<file path="config.mk">
export PLATFORM = sky130hd
export DESIGN_NAME = driver_motoare_pwm
export DESIGN_NICKNAME = d
export VERILOG_FILES = /design/src/rtl/driver_motoare_pwm_pkg.sv /design/src/rtl/driver_motoare_pwm_canal_motor.sv /design/src/rtl/driver_motoare_pwm.sv
export SDC_FILE = /design/constraint.sdc
export NUM_CORES = 1
export LEC_CHECK = 0
export BUFFER_PORTS_ARGS = -buffer_cell sky130_fd_sc_hd__buf_4
export CAP_MARGIN = 20
export CORE_ASPECT_RATIO = 0.75
export CORE_UTILIZATION = 55
export CTS_BUF_LIST = sky130_fd_sc_hd__clkbuf_8
export DETAILED_ROUTE_END_ITERATION = 10
export PLACE_DENSITY_LB_ADDON = 0.15
export SLEW_MARGIN = 40
export SYNTH_ARGS = -nofsm -noshare
export SYNTH_HDL_FRONTEND = slang
export SYNTH_SLANG_ARGS = --single-unit
</file>
<file path="constraint.sdc">
create_clock -name clk -period 3.8 [get_ports clk]
set_clock_uncertainty 0.15 [all_clocks]
set_input_delay 0.38 -clock clk [delete_from_list [all_inputs] [get_ports clk]]
set_output_delay 0.38 -clock clk [all_outputs]
set_load 0.01 [all_outputs]
</file>
<file path="src/rtl/driver_motoare_pwm_pkg.sv">
// Shared definitions for the dual-channel H-bridge PWM driver.
package pachet_motoare;

  // Per-channel operating states
  typedef enum logic [1:0] {
    FRANA = 2'd0,  // stopped, bridge off
    PAUZA = 2'd1,  // dead time before a reversal
    RAMPA = 2'd2,  // soft-start duty ramp
    MERS  = 2'd3   // running at full duty
  } stare_t;

  // Direction command encoding
  localparam logic [1:0] DIR_STOP    = 2'b00;
  localparam logic [1:0] DIR_INAINTE = 2'b01;
  localparam logic [1:0] DIR_INAPOI  = 2'b10;

  // Only forward and reverse drive the motor; 00 and 11 both mean stop
  function automatic logic dir_valida(input logic [1:0] d);
    return (d == DIR_INAINTE) || (d == DIR_INAPOI);
  endfunction

endpackage

</file>
<file path="src/rtl/driver_motoare_pwm_canal_motor.sv">
// One motor channel: command synchronizer, state machine, duty ramp,
// reversal dead time and registered H-bridge pins.
module canal_motor
  import pachet_motoare::*;
#(
  parameter int PWM_BITS    = 8,
  parameter int DUTY_START  = 64,
  parameter int DUTY_MAX    = 256,
  parameter int RAMP_STEP   = 16,
  parameter int DEAD_CYCLES = 50000
) (
  input  logic                clk,
  input  logic                rst_n,
  input  logic [1:0]          cmd,
  input  logic [PWM_BITS-1:0] cnt_nx,  // counter value after the next edge
  input  logic                wrap,    // next edge starts a new PWM period
  output logic                in1,
  output logic                in2,
  output logic                en,
  output logic                ocupat
);

  localparam int DW = (DEAD_CYCLES > 1) ? $clog2(DEAD_CYCLES) : 1;
  localparam logic [DW-1:0]       DEAD_LOAD = DW'(DEAD_CYCLES - 1);
  localparam logic [PWM_BITS+1:0] STEP_W    = (PWM_BITS + 2)'(RAMP_STEP);
  localparam logic [PWM_BITS+1:0] START_W   = (PWM_BITS + 2)'(DUTY_START);
  localparam logic [PWM_BITS+1:0] MAX_W     = (PWM_BITS + 2)'(DUTY_MAX);
  localparam logic [PWM_BITS:0]   DUTY_TOP  = MAX_W[PWM_BITS:0];

  // Clamp a widened duty value to the ramp ceiling
  function automatic logic [PWM_BITS:0] sat(input logic [PWM_BITS+1:0] v);
    return (v >= MAX_W) ? DUTY_TOP : v[PWM_BITS:0];
  endfunction

  logic [1:0]          sync1, sync2;
  stare_t              stare, stare_nx;
  logic [1:0]          dir, dir_nx, tinta, tinta_nx;
  logic [PWM_BITS:0]   duty, duty_nx;
  logic [DW-1:0]       mort, mort_nx;
  logic                in1_nx, in2_nx, en_nx, ocupat_nx, run_nx;

  // Two-stage synchronizer for the asynchronous command bits
  // NOTE: sequential blocks use non-blocking assignments so every register
  // samples pre-edge values; blocking here would collapse the two stages.
  always_ff @(posedge clk or negedge rst_n) begin
    if (!rst_n) begin
      sync1 <= DIR_STOP;
      sync2 <= DIR_STOP;
    end else begin
      sync1 <= cmd;
      sync2 <= sync1;
    end
  end

  // State register together with direction, target, duty and dead counter
  always_ff @(posedge clk or negedge rst_n) begin
    if (!rst_n) begin
      stare <= FRANA;
      dir   <= DIR_STOP;
      tinta <= DIR_STOP;
      duty  <= '0;
      mort  <= '0;
    end else begin
      stare <= stare_nx;
      dir   <= dir_nx;
      tinta <= tinta_nx;
      duty  <= duty_nx;
      mort  <= mort_nx;
    end
  end

  // Next-state logic: transitions, ramp steps and dead-time countdown
  // NOTE: every variable gets a hold default first, so no path leaves one
  // unassigned and no latch is inferred.
  always_comb begin
    stare_nx = stare;
    dir_nx   = dir;
    tinta_nx = tinta;
    duty_nx  = duty;
    mort_nx  = mort;
    unique case (stare)
      FRANA: begin
        if (dir_valida(sync2)) begin
          stare_nx = RAMPA;
          dir_nx   = sync2;
          duty_nx  = '0;
        end
      end
      RAMPA, MERS: begin
        if (!dir_valida(sync2)) begin
          stare_nx = FRANA;
          duty_nx  = '0;
        end else if (sync2 != dir) begin
          stare_nx = PAUZA;
          tinta_nx = sync2;
          mort_nx  = DEAD_LOAD;
          duty_nx  = '0;
        end else if (stare == RAMPA && wrap) begin
          // First boundary of a ramp loads the start duty, later ones step it
          duty_nx = (duty == '0) ? sat(START_W) : sat({1'b0, duty} + STEP_W);
          if (duty_nx == DUTY_TOP) stare_nx = MERS;
        end
      end
      PAUZA: begin
        if (!dir_valida(sync2)) begin
          stare_nx = FRANA;
          duty_nx  = '0;
        end else begin
          // A new direction mid-pause only retargets; the countdown keeps going
          tinta_nx = sync2;
          if (mort == '0) begin
            stare_nx = RAMPA;
            dir_nx   = sync2;
          end else begin
            mort_nx = mort - 1'b1;
          end
        end
      end
      default: stare_nx = FRANA;
    endcase
  end

  // Pin values derived from next-state values so the pins register with the state
  always_comb begin
    run_nx    = (stare_nx == RAMPA) || (stare_nx == MERS);
    in1_nx    = run_nx && (dir_nx == DIR_INAINTE);
    in2_nx    = run_nx && (dir_nx == DIR_INAPOI);
    en_nx     = run_nx && ({1'b0, cnt_nx} < duty_nx);
    ocupat_nx = (stare_nx == PAUZA) || (stare_nx == RAMPA);
  end

  // Pin registers: glitch-free outputs, cleared asynchronously by reset
  always_ff @(posedge clk or negedge rst_n) begin
    if (!rst_n) begin
      in1    <= 1'b0;
      in2    <= 1'b0;
      en     <= 1'b0;
      ocupat <= 1'b0;
    end else begin
      in1    <= in1_nx;
      in2    <= in2_nx;
      en     <= en_nx;
      ocupat <= ocupat_nx;
    end
  end

endmodule

</file>
<file path="src/rtl/driver_motoare_pwm.sv">
// Dual H-bridge PWM driver: shared free-running PWM counter feeding two
// independent motor channels (A right, B left).
module driver_motoare_pwm
  import pachet_motoare::*;
#(
  parameter int PWM_BITS    = 8,
  parameter int DUTY_START  = 64,
  parameter int DUTY_MAX    = 256,
  parameter int RAMP_STEP   = 16,
  parameter int DEAD_CYCLES = 50000
) (
  input  logic       clk,
  input  logic       rst_n,
  input  logic [1:0] directie_driverA,
  input  logic [1:0] directie_driverB,
  output logic       in1_a,
  output logic       in2_a,
  output logic       en_a,
  output logic       in1_b,
  output logic       in2_b,
  output logic       en_b,
  output logic       ocupat_a,
  output logic       ocupat_b
);

  logic [PWM_BITS-1:0] cnt, cnt_nx;
  logic                wrap;

  assign cnt_nx = cnt + 1'b1;
  assign wrap   = &cnt;

  // Free-running PWM counter, wraps from all-ones back to zero
  always_ff @(posedge clk or negedge rst_n) begin
    if (!rst_n) cnt <= '0;
    else        cnt <= cnt_nx;
  end

  canal_motor #(
    .PWM_BITS(PWM_BITS), .DUTY_START(DUTY_START), .DUTY_MAX(DUTY_MAX),
    .RAMP_STEP(RAMP_STEP), .DEAD_CYCLES(DEAD_CYCLES)
  ) u_canal_a (
    .clk(clk), .rst_n(rst_n), .cmd(directie_driverA),
    .cnt_nx(cnt_nx), .wrap(wrap),
    .in1(in1_a), .in2(in2_a), .en(en_a), .ocupat(ocupat_a)
  );

  canal_motor #(
    .PWM_BITS(PWM_BITS), .DUTY_START(DUTY_START), .DUTY_MAX(DUTY_MAX),
    .RAMP_STEP(RAMP_STEP), .DEAD_CYCLES(DEAD_CYCLES)
  ) u_canal_b (
    .clk(clk), .rst_n(rst_n), .cmd(directie_driverB),
    .cnt_nx(cnt_nx), .wrap(wrap),
    .in1(in1_b), .in2(in2_b), .en(en_b), .ocupat(ocupat_b)
  );

endmodule

</file>
Word level (Yosys, flattened, before mapping)
Cells that the tools add are included.

Memory bits (read-only): 0. Flip-flop bits (word level): 82. Input port bits: 6. Word-level logic and storage cells: 139. Memories kept: 0. Memory bits (writable): 0. Latch bits: 0.

Reduce and logical (&&, ||, !) cells: 27. Multiply operators: 0. Bitwise operators: 0. Mux-type cells: 50. Div/mod/pow operators: 0. Magnitude comparators: 4. Shift operators: 0. Equal/unequal tests: 32. Add/subtract/negate cells: 5.

Operator list (number): two-way mux 16 bit (8); two-way mux 9 bit (14); case mux 16 bit (2 select lines) (2); case mux 9 bit (3 select lines) (2); two-way mux 2 bit (20); logical NOT 16 bit (2); subtractor 16 x 1 -> 16 bit (second input constant) (2); equality test 2 bit (second input constant) (12); adder 9 x 5 -> 10 bit (second input constant) (2); greater-or-equal comparator 10 x 9 -> 1 bit (second input constant) (2); equality test 9 bit (second input constant) (2); logical NOT 9 bit (2); less-than comparator 8 x 9 -> 1 bit (2); equality test 2 x 1 -> 1 bit (second input constant) (8); inequality test 2 x 1 -> 1 bit (second input constant) (6); case mux 2 bit (3 select lines) (2); AND reduction 5 bit (2); adder 8 x 1 -> 8 bit (second input constant) (1); logical AND 1 bit (8); case mux 2 bit (2 select lines) (2); AND reduction 8 bit (1); logical OR 1 bit (6); logical NOT 2 bit (2); inequality test 2 bit (2); other kinds (3) (6).

Longest topological paths before layout
Depth in word-level cells: 13. Mapped depth: 14.

Cells and area by module
A second synthesis with hierarchy kept.

Cell total of the unflattened synthesis: 486. Area total of the unflattened synthesis: 4717.0 sq um.

By module, submodules not included: canal_motor (u_canal_b) (times used 1, area each 2269.7 sq um, sequential area each 925.9 sq um, cells an instance 238); canal_motor (u_canal_a) (times used 1, area each 2123.3 sq um, sequential area each 925.9 sq um, cells an instance 222); driver_motoare_pwm (times used 1, area each 324.1 sq um, sequential area each 200.2 sq um, cells an instance 26).

Worst setup path before layout
No wires, ideal clock.

Kind: register -> register. Start point: register cnt[0]. End point: register u_canal_a.en. Setup slack: 0.574 ns. Buffers on the path: 0. Period minus slack after synthesis: 3.226 ns. Arrival: 2.966 ns. Stages on the path, launching flop included: 14. Data required time: 3.540 ns. Path through: dfrtp_1 -> ha_1 -> nand3_1 -> or4b_2 -> nor2_1 -> nor2_1 -> o22a_1 -> nand2_1 -> ha_1 -> a21o_1 -> a211o_1 -> nor3_1 -> a21oi_1 -> o41ai_1.

Cells in the longest elaborated chain, start to end: 9. Elaborated cells on any way between the ends: 16. Classes of those cells: 1 x add/sub; 1 x order compare; 2 x eq/ne; 8 x mux; 4 x reduce/logical.

RTL lines: from (decl) (RTL line driver_motoare_pwm.sv:26) `logic [PWM_BITS-1:0] cnt, cnt_nx;`; from (signal assigned) (RTL line driver_motoare_pwm.sv:35) `else cnt <= cnt_nx;`; parallel branches: the longest is 8 deep, another holds less-than comparator 8 x 9 -> 1 bit; logical AND 1 bit * (RTL line driver_motoare_pwm_canal_motor.sv:128) `en_nx = run_nx && ({1'b0, cnt_nx} < duty_nx);`; via u_canal_a.en_nx (RTL line driver_motoare_pwm_canal_motor.sv:40) `logic in1_nx, in2_nx, en_nx, ocupat_nx, run_nx;`; to (signal assigned) (RTL line driver_motoare_pwm_canal_motor.sv:142) `en <= en_nx;`; to (decl) (RTL line driver_motoare_pwm_canal_motor.sv:19) `output logic en,`.

Mark *: on every way through the listed nets, which the timed path passes. A chain may end at the register's enable or synchronous reset.

Final worst setup path
Same ends and word-level chain as after synthesis.

==> results.cfg <==
[setup_path]
crit_buf_inv = 0
startpoint = cnt[0]
r2r-end = u_canal_a.en
cp_top_family = simple AND/OR/NAND/NOR gates
worst_path_max_delay_cell = or4b_2
cp_num_cells = 13
r2r_slack_ps = 290
r2r-start = cnt[0]
cp-start-kind = register
critPathCaptureType = register
crit_chain = ha_2 -> nand3_1 -> or4b_2 -> nor2_1 -> nor2_1 -> o22a_1 -> nand2_1 -> ha_1 -> a21o_1 -> a211o_1 -> nor3_1 -> a21oi_1 -> o41ai_1
crit_arrival_ps = 3630
max_stage_delay_ps = 710
endpoint = u_canal_a.en
cp_common_cell = nor2_1
crit_type = reg2reg
rr_worst_depth = 13
cp_max_fo = 5
crit_required_ps = 3910

[placed_design]
numPortBuffers = 13
dp_worst_setup_slack_ps = 286
globalplace.congestion = 0.827
dp_hpwl_mm = 6.29

[floorplan]
die_area_um2 = 8570
coreArea_um2 = 7920
rows = 28
start_util = 0.570
ios = 14
die_h_um = 80.4
die_x_um = 107

[clock_network]
h-tree-depth = 3
clk_pin_slew_worst_paths_ps = 80
insertion_delay_ps = 370
root_buffer = clkbuf_8
numCtsBuffers = 9
cts_buffer_depth = 2
cts_tree = done
clock-sinks = 82

[detailed_routing]
via_per_inst = 5.76
drt-pass1-iter-count = 4
wl_mm = 9.17
vias = 3423
dr.first_iter.drc_count = 200
ant_nets = 0
drc = 0
wl_per_cell_um = 15.4

[global_routing]
grt_pass1_wl_mm = 15.6
antenna_found_initial = 0
grt_pass1_vias = 3256
grt_use_total = 0.238
grt_max_degree = 83
grt_overflow = 0

[sta]
timing.slew.headroom = 0.505
slew_violations = 0
worst_pin_slew_ps = 740
rsz0062_at_grt = false
holdWs_ps = 195
hold_violations = 0
setup_viol = 0
fin_ws_ps = 286
tns_ps = 0
timing.fmax_ghz = 0.285
min_period_ps = 3510
period_share = 0.925

[min_path]
hold_depth = 0
hp-class = reg2reg

[yosys]
syn_avg_cell_area_um2 = 9.76
ys_async_sr_fraction = 1.00
ys_ff_latch = 82
syn_area_um2 = 4510
synth.distinct_cells = 65
synth_warnings = 0
synth_nets = 491
synth_edf_count = 0
synth.yosys.seq_area_share = 0.455
ys_dominant_reg_cell = dfrtp_1
postSynthCellCount = 462

[job]
maxCapViolations = 0

[pwr]
total_power_mw = 2.27
p_leak_nw = 2.20
vdd_drop_max_v = 0.000310
powerDensity_nw_per_um2 = 454

[cells_and_area]
final.fill_count = 688
final_core_util = 0.632
multi_input_area_um2 = 2330
drive_gt1_frac = 0.102
synthToLayoutAreaGrowth_pct = 10.9
num_antenna_cells = 0
final_nets = 513
seq_area_um2 = 2050

[run_status]
outcome = finished clean
## metal layers
layer / GRT usage / wire length (µm) / vias up
li1: - / - / 1713
met1: 0.338 / 4790 / 1635
met2: 0.350 / 3880 / 61
met3: 0.0625 / 378 / 14
met4: 0.0822 / 120 / 0
met5: 0 / 0 / -
## cell usage in the layout, fill, tap and decap left out, types with 3 or more instances in the layout
master,instances
a21boi_0,3
a21o_1,4
a21oi_1,27
a31oi_1,6
and2_1,11
and3_1,4
buf_4,18
clkbuf_8,12
dfrtp_1,82
dlygate4sd3_1,5
ha_1,22
inv_1,27
nand2_1,41
nand2b_1,7
nand3_1,15
nand4_1,4
nor2_1,37
nor2b_1,7
nor3_1,15
nor3b_1,4
nor4_1,6
nor4b_1,6
nor4bb_1,4
o2111ai_1,5
o211ai_1,4
o21a_1,6
o21ai_0,16
o31ai_1,4
or4_1,3
xnor2_1,10
xor2_1,22
## timing repair
action | 4_1_cts | 5_1_grt
gates resized for setup | 0 | 1
endpoints found under the setup margin | 0 | 1
hold endpoints to repair | 86 | 0
hold buffers | 5 | 0
setup buffers | 0 | 2
## kinds of logic after synthesis
kind of cell	count (synthesis)	share of synthesized area
compound gates	105	0.162
xor+xnor	32	0.0621
fa+ha+maj	23	0.0638
buf+inv	37	0.0319
flops	82	0.455
mux	2	0.00472
simple gates	181	0.221
## cell usage after synthesis (9+ instances only)
library cell / n / share of area
a21oi_1: 27 / 0.030
and2_1: 11 / 0.015
clkbuf_1: 9 / 0.0075
dfrtp_1: 82 / 0.45
ha_1: 23 / 0.064
inv_1: 24 / 0.020
nand2_1: 41 / 0.034
nand3_1: 15 / 0.017
nor2_1: 37 / 0.031
nor3_1: 15 / 0.017
o21ai_0: 16 / 0.018
xnor2_1: 10 / 0.019
xor2_1: 22 / 0.043
## state kept, by name, summed over array words and instances, names as in the netlist
| name | cells |
|---|---|
| u_canal_b.en | 1 |
| u_canal_a.mort | 16 |
| u_canal_b.mort | 16 |
| u_canal_b.in2 | 1 |
| u_canal_b.sync2 | 2 |
| u_canal_a.in1 | 1 |
| u_canal_b.duty | 9 |
| u_canal_b.ocupat | 1 |
| u_canal_a.dir | 2 |
| u_canal_a.sync2 | 2 |
| cnt | 8 |
| u_canal_b.stare | 2 |
| u_canal_a.duty | 9 |
| u_canal_b.dir | 2 |
| u_canal_a.sync1 | 2 |
| u_canal_a.ocupat | 1 |
| u_canal_a.in2 | 1 |
| u_canal_b.in1 | 1 |
| u_canal_a.en | 1 |
| u_canal_a.stare | 2 |
| u_canal_b.sync1 | 2 |
## per-stage QoR
step / instances / instance area (µm²)
final: 594 / 5000
after global routing: 594 / 5000
after CTS: 592 / 4970
after detailed placement: 571 / 4730
after global placement: 571 / 4720
after floorplan: 462 / 4510
## worst min path at each step
| stage | from | end | slack [ps] |
|---|---|---|---|
| after floorplan | rst_n | cnt[0] | -70 |
| after global placement | u_canal_a.sync1[0] | u_canal_a.sync2[0] | 180 |
| after detailed placement | u_canal_a.sync1[0] | u_canal_a.sync2[0] | 190 |
| after CTS | u_canal_b.sync1[1] | u_canal_b.sync2[1] | 200 |
| after global routing | u_canal_a.sync1[0] | u_canal_a.sync2[0] | 190 |
| final | u_canal_b.sync1[1] | u_canal_b.sync2[1] | 200 |
## power by group
part	total (mW)	internal, mW	leakage [nW]	switching (mW)
sequential	1.08	0.956	1.00	0.121
clock	0.645	0.332	0.113	0.313
combinational	0.546	0.231	1.08	0.315
## worst register-to-register path, cell delays in order (launching register included)
cell and delay, ps:
dfrtp_1 400, ha_2 240, nand3_1 140, or4b_2 710, nor2_1 140, nor2_1 50
o22a_1 240, nand2_1 90, ha_1 240, a21o_1 180, a211o_1 320, nor3_1 190
a21oi_1 100, o41ai_1 230
## layout make-up
class,count,area share
multi-input cells,343,0.466
flip-flops and latches,82,0.410
repair buffers,24,0.0398
clock buffers,11,0.0303
well taps,105,0.0263
inverters,24,0.0180
clock inverters,5,0.00926
No activity file was read; power rests on OpenSTA's default activity.
